===== src/rtl/serial_subtractor_if.sv =====
// Operand/result bundle between the controller and the bit-serial subtractor.
interface serial_subtractor_if #(
  parameter int unsigned WIDTH = 4
);
  logic             start;
  logic [WIDTH-1:0] a;
  logic [WIDTH-1:0] b;
  logic             bin;
  logic             busy;
  logic             done;
  logic [WIDTH-1:0] diff;
  logic             bout;

  // Controller side: issues operands and start, observes status and result.
  modport master (
    output start, a, b, bin,
    input  busy, done, diff, bout
  );

  // Subtractor side.
  modport slave (
    input  start, a, b, bin,
    output busy, done, diff, bout
  );
endinterface


===== src/rtl/serial_subtractor.sv =====
// Bit-serial subtractor: diff = a - b - bin, LSB first, one full-subtractor
// cell and a borrow flop, WIDTH cycles per operation.
module serial_subtractor #(
  parameter int unsigned WIDTH = 4
) (
  input logic                clk,
  input logic                rst,
  serial_subtractor_if.slave sub_if
);

  localparam int unsigned CntW = (WIDTH > 1) ? $clog2(WIDTH) : 1;
  localparam logic [CntW-1:0] CntLast = CntW'(WIDTH - 1);

  typedef enum logic [1:0] {StIdle, StShift, StDone} state_e;

  state_e           state_q, state_d;
  logic [WIDTH-1:0] a_sh_q, a_sh_d;
  logic [WIDTH-1:0] b_sh_q, b_sh_d;
  logic [WIDTH-1:0] diff_sh_q, diff_sh_d;
  logic [WIDTH-1:0] diff_q, diff_d;
  logic             borrow_q, borrow_d;
  logic             bout_q, bout_d;
  logic             done_q, done_d;
  logic [CntW-1:0]  cnt_q, cnt_d;

  logic             fs_d;
  logic             fs_borrow;
  logic [WIDTH-1:0] diff_shifted;
  logic             unused_diff_lsb;

  // Single full-subtractor cell on the current LSBs plus the stored borrow.
  always_comb begin
    fs_d         = a_sh_q[0] ^ b_sh_q[0] ^ borrow_q;
    fs_borrow    = (~a_sh_q[0] & b_sh_q[0]) | (~(a_sh_q[0] ^ b_sh_q[0]) & borrow_q);
    diff_shifted = {fs_d, diff_sh_q[WIDTH-1:1]};
  end

  // The oldest result bit falls off the bottom of the shift register.
  assign unused_diff_lsb = diff_sh_q[0];

  // Next-state and datapath control.
  always_comb begin
    state_d   = state_q;
    a_sh_d    = a_sh_q;
    b_sh_d    = b_sh_q;
    diff_sh_d = diff_sh_q;
    diff_d    = diff_q;
    borrow_d  = borrow_q;
    bout_d    = bout_q;
    cnt_d     = cnt_q;
    done_d    = 1'b0;

    unique case (state_q)
      StIdle: begin
        if (sub_if.start) begin
          a_sh_d   = sub_if.a;
          b_sh_d   = sub_if.b;
          borrow_d = sub_if.bin;
          cnt_d    = '0;
          state_d  = StShift;
        end
      end
      StShift: begin
        borrow_d  = fs_borrow;
        diff_sh_d = diff_shifted;
        a_sh_d    = a_sh_q >> 1;
        b_sh_d    = b_sh_q >> 1;
        cnt_d     = cnt_q + CntW'(1);
        if (cnt_q == CntLast) begin
          diff_d  = diff_shifted;
          bout_d  = fs_borrow;
          done_d  = 1'b1;
          // Park the counter rather than let it wrap for power-of-two widths.
          cnt_d   = '0;
          state_d = StDone;
        end
      end
      StDone: begin
        state_d = StIdle;
      end
      default: begin
        state_d = StIdle;
      end
    endcase
  end

  // State and datapath registers; reset abandons any in-flight operation.
  always_ff @(posedge clk or posedge rst) begin
    if (rst) begin
      state_q   <= StIdle;
      a_sh_q    <= '0;
      b_sh_q    <= '0;
      diff_sh_q <= '0;
      diff_q    <= '0;
      borrow_q  <= 1'b0;
      bout_q    <= 1'b0;
      done_q    <= 1'b0;
      cnt_q     <= '0;
    end else begin
      state_q   <= state_d;
      a_sh_q    <= a_sh_d;
      b_sh_q    <= b_sh_d;
      diff_sh_q <= diff_sh_d;
      diff_q    <= diff_d;
      borrow_q  <= borrow_d;
      bout_q    <= bout_d;
      done_q    <= done_d;
      cnt_q     <= cnt_d;
    end
  end

  assign sub_if.busy = (state_q != StIdle);
  assign sub_if.done = done_q;
  assign sub_if.diff = diff_q;
  assign sub_if.bout = bout_q;

endmodule


===== src/flat_wrapper.sv =====
// flat-port wrapper written by rule: the top's interface ports become plain ports
module serial_subtractor_flat 
#(
  parameter int unsigned WIDTH = 4
)
  (clk, rst, sub_if_start, sub_if_a, sub_if_b, sub_if_bin, sub_if_busy, sub_if_done, sub_if_diff, sub_if_bout);
  serial_subtractor_if #(.WIDTH(WIDTH)) sub_if_i ();
  input logic clk;
  input logic rst;
  input wire logic [$bits(sub_if_i.start)-1:0] sub_if_start;
  input wire logic [$bits(sub_if_i.a)-1:0] sub_if_a;
  input wire logic [$bits(sub_if_i.b)-1:0] sub_if_b;
  input wire logic [$bits(sub_if_i.bin)-1:0] sub_if_bin;
  output wire logic [$bits(sub_if_i.busy)-1:0] sub_if_busy;
  output wire logic [$bits(sub_if_i.done)-1:0] sub_if_done;
  output wire logic [$bits(sub_if_i.diff)-1:0] sub_if_diff;
  output wire logic [$bits(sub_if_i.bout)-1:0] sub_if_bout;
  assign sub_if_i.start = sub_if_start;
  assign sub_if_i.a = sub_if_a;
  assign sub_if_i.b = sub_if_b;
  assign sub_if_i.bin = sub_if_bin;
  assign sub_if_busy = sub_if_i.busy;
  assign sub_if_done = sub_if_i.done;
  assign sub_if_diff = sub_if_i.diff;
  assign sub_if_bout = sub_if_i.bout;
  serial_subtractor #(.WIDTH(WIDTH)) u_core (.clk(clk), .rst(rst), .sub_if(sub_if_i));
endmodule

===== config.mk =====
export PLATFORM = sky130hd
export DESIGN_NAME = serial_subtractor_flat
export DESIGN_NICKNAME = d
export VERILOG_FILES = /design/src/rtl/serial_subtractor_if.sv /design/src/rtl/serial_subtractor.sv /design/src/flat_wrapper.sv
export SDC_FILE = /design/constraint.sdc
export NUM_CORES = 1
export LEC_CHECK = 0
export ABC_CLOCK_PERIOD_IN_PS = 1800
export CAP_MARGIN = 25
export CELL_PAD_IN_SITES_DETAIL_PLACEMENT = 1
export CELL_PAD_IN_SITES_GLOBAL_PLACEMENT = 1
export CORE_MARGIN = 5
export CORE_UTILIZATION = 43
export CTS_CLUSTER_SIZE = 12
export DETAILED_ROUTE_END_ITERATION = 16
export GPL_TIMING_DRIVEN = 0
export PLACE_DENSITY = 0.77
export SLEW_MARGIN = 20
export SYNTH_ARGS = -nofsm -noshare
export SYNTH_HDL_FRONTEND = slang
export SYNTH_SLANG_ARGS = --single-unit
export TNS_END_PERCENT = 1

===== constraint.sdc =====
create_clock -name clk -period 1.8 [get_ports clk]
set_input_delay 0.36 -clock clk [delete_from_list [all_inputs] [get_ports clk]]
set_output_delay 0.36 -clock clk [all_outputs]
set_load 0.05 [all_outputs]

==> flow_summary_export.csv <==
group,metric,value,unit
synth,yosysWarningCount,0,
setup_path,slowest_delay,0.51,ns
cells_and_area,fillCellCount,236,
floorplanning,rows,17,
synth,synth_top_area_share,53.4,%
synth,syn_inst,82,
place,port_buffers,18,
setup_path,timing.critical_path.buf_inv,2,
grt,grt_max_degree,23,
cells_and_area,diodes,0,
power,ir_worst_vdd,1.08,mV
clock_tree,hold_buffers,0,
clock_tree,cts.path.max_buffers,2,
clock_tree,cts_made_buffers,3,
timing,finalWorstPathRequiredPeriod,1.63,ns
timing,max_freq,613,MHz
synth,syn_avg_cell_area,12.6,um2
synth,ys.flop_type,"dfrtp_1",
route,drc_errors,0,
synth,synthTopCellsByArea,"dfrtp_1, mux2_2, inv_1",
setup_path,required,1.44,ns
setup_path,crit_family,"flip-flops",
cells_and_area,finalNonFillerCells,132,
clock_tree,cts.htree.levels,1,
grt,antenna_found_initial,0,
synth,ys_ff_latch,22,
setup_path,end_kind,"primary output",
floorplanning,die-height,59.0,um
grt,grt_pass1_wl,3.76,mm
cells_and_area,drive_gt1_share,21.2,%
run,drv_cap,0,
grt,grt_overflow,0,
timing,hold_viol_final,0,
power,power.total,0.00238,W
setup_path,crit_path_max_fanout,7,
clock_tree,clock_latency,0.31,ns
synth,synthArstFlopShare,100,%
synth,seq_area_frac_synth,53.4,%
power,power.density,1860,mW/mm2
synth,synth_top_family_by_area,"simple AND/OR/NAND/NOR gates",
cells_and_area,areaGrowthSynthToFinish,24.0,%
timing,slew-limit-headroom,43.5,%
synth,syn_area,0.00103,mm2
synth,synth_cell_types,25,
grt,grtUsageMet2,24.0,%
floorplanning,core-area,0.00225,mm2
clock_tree,path_clk_slew,0.12,ns
setup_path,critPathLaunchType,"register",
route,vias_per_cell,5.20,
synth,synthAdderAreaFrac,3.16,%
route,drtAntennaViolNets,0,
place,post-place-cells,128,
grt,met1_usage,18.7,%
cells_and_area,multi_input_area,393,um2
synth,synth-edff-count,0,
setup_path,slowest_stage,"dfrtp_2",
clock_tree,cts-root-buf,"clkbuf_4",
floorplanning,die_w,59.0,um
grt,grt_usage,14.6,%
synth,synth_top_area_cell,"dfrtp_1",
synth,synth.area.mux_share,8.62,%
worst_hold_path,hold_class,"in2async",
timing,clock_skew,0.00195,ns
route,vias,687,
floorplanning,io_pins,19,
route,wl_per_cell,16.3,um
cells_and_area,regArea,552,um2
synth,synth_nets,96,
route,dr.pass1.iters,4,
synth,synth_common_cells,"dfrtp_1, inv_1, mux2_2",
floorplanning,dieArea,0.00348,mm2
timing,setup_viol,0,
timing,period_share,90.7,%
synth,synth_xor_xnor_area_share,0,%
timing,tightest_slew,0.846,ns
synth,yosysMostFrequentCell,"dfrtp_1",
clock_tree,cts_tree,"done",
grt,grt_pass1_vias,757,
synth,synth_compound_area_share,11.9,%
setup_path,path_class,"reg2out",
place,gp_congestion,0.751,
grt,grt.met3_usage,2.85,%
clock_tree,clock_sinks,22,
place,post-dp-hpwl,1.60,mm
floorplanning,initial_utilization,45.7,%
timing,maxSlewViolCount,0,
synth,synthSimpleGateAreaFrac,13.7,%
setup_path,arrival,1.27,ns
status,status,"complete, no violations",
cells_and_area,fin_nets,119,
setup_path,crit_chain,"nor2_4, inv_1, buf_2",
timing,rsz0062_at_grt,"false",
grt,grt.busiest_layer,"met2",
power,p_leak,0.608,nW
route,drt_wl_total,2.16,mm
route,drt_iter0_markers,10,
## cell usage in the layout (no fill, tap or decap)
cell type and count:
dfrtp_1 21, inv_1 12, clkdlybuf4s50_1 11, mux2_2 7, dlygate4sd2_1 6, a221oi_1 5, nor2_1 5, nor4b_1 5
buf_6 3, clkbuf_4 3, a22o_1 2, nor2b_1 2, buf_2 2, a32o_1 2, nand2b_1 2, nor2b_4 1
o21bai_4 1, clkbuf_1 1, nor2_4 1, and3b_1 1, buf_4 1, nand3b_4 1, mux2i_1 1, nor3b_1 1
a211oi_1 1, a222oi_1 1, a21oi_1 1, fa_1 1, ha_1 1, clkbuf_8 1, dfrtp_2 1
## cell type report
type	count	share of cell area [%]
well taps	28	2.74
clock buffers	4	2.84
multi-input cells	42	30.7
inverters	12	3.52
plain buffers	6	3.91
repair buffers	18	13.1
flip-flops and latches	22	43.2
## power by group
part / internal [W] / switching (W)
Sequential: 0.000726 / 0.000129
Clock: 0.000124 / 0.000149
Combinational: 0.000542 / 0.000713
## cells by family (layout without fill, tap and decap cells)
| family | after synthesis | after routing |
|---|---|---|
| buffers and inverters | 18 | 40 |
| DFF | 22 | 22 |
| muxes | 8 | 8 |
| adders and majority gates | 2 | 2 |
| AOI/OAI and AO/OA | 13 | 13 |
| and+or+nand+nor | 19 | 19 |
## through the flow
| step | hold WS, ns | util, % | setup slack, ns | cell area, um2 | TNS [ns] |
|---|---|---|---|---|---|
| 2_1_floorplan | 0.349 | - | 0.497 | 1030 | 0 |
| 3_3_place_gp | 0.477 | 55.3 | -0.131 | 1250 | -0.131 |
| 3_5_place_dp | 0.491 | 55.3 | -0.148 | 1250 | -0.148 |
| 4_1_cts | 0.521 | 57.0 | 0.0278 | 1280 | 0 |
| 5_1_grt | 0.534 | 56.7 | 0.0801 | 1280 | 0 |
| 6_report | 0.510 | 56.7 | 0.168 | 1280 | 0 |
## registers in the layout, indices dropped and copies added (netlist names)
signal	count
u_core.a_sh_q	4
u_core.b_sh_q	4
u_core.sub_if.diff	4
u_core.diff_sh_q	3
u_core.cnt_q	2
u_core.state_q	2
u_core.borrow_q	1
u_core.sub_if.bout	1
u_core.sub_if.done	1
## layer usage
layer | vias to the layer above | wire, um
met2 | 9 | 1110
met5 | - | 0
met1 | 345 | 965
met4 | 0 | 21
li1 | 329 | -
met3 | 4 | 63
## timing repair
| action | 4_1_cts | 5_1_grt |
|---|---|---|
| endpoints found under the setup margin | 7 | 1 |
| setup buffers | 0 | 0 |
| cloned | 0 | 0 |
| gates resized for setup | 12 | 2 |
## path summary, 6_finish.rpt
| path | start | cells past startpoint | slack (ns) | end |
|---|---|---|---|---|
| min in group clk | u_core.sub_if.diff[0] | 1 | 0.51 | u_core.sub_if.diff[0] |
| worst min register to register | u_core.sub_if.diff[0] | 1 | 0.51 | u_core.sub_if.diff[0] |
| worst max-delay path | u_core.state_q[1] | 3 | 0.17 | sub_if_busy |
| worst max register to register | u_core.b_sh_q[0] | 4 | 0.47 | u_core.borrow_q |
| max in group asynchronous | rst | 2 | 0.72 | u_core.state_q[1] |
| worst min-delay path | rst | 2 | 0.51 | u_core.cnt_q[1] |
Note: power is estimated with default switching activity, not from simulation.
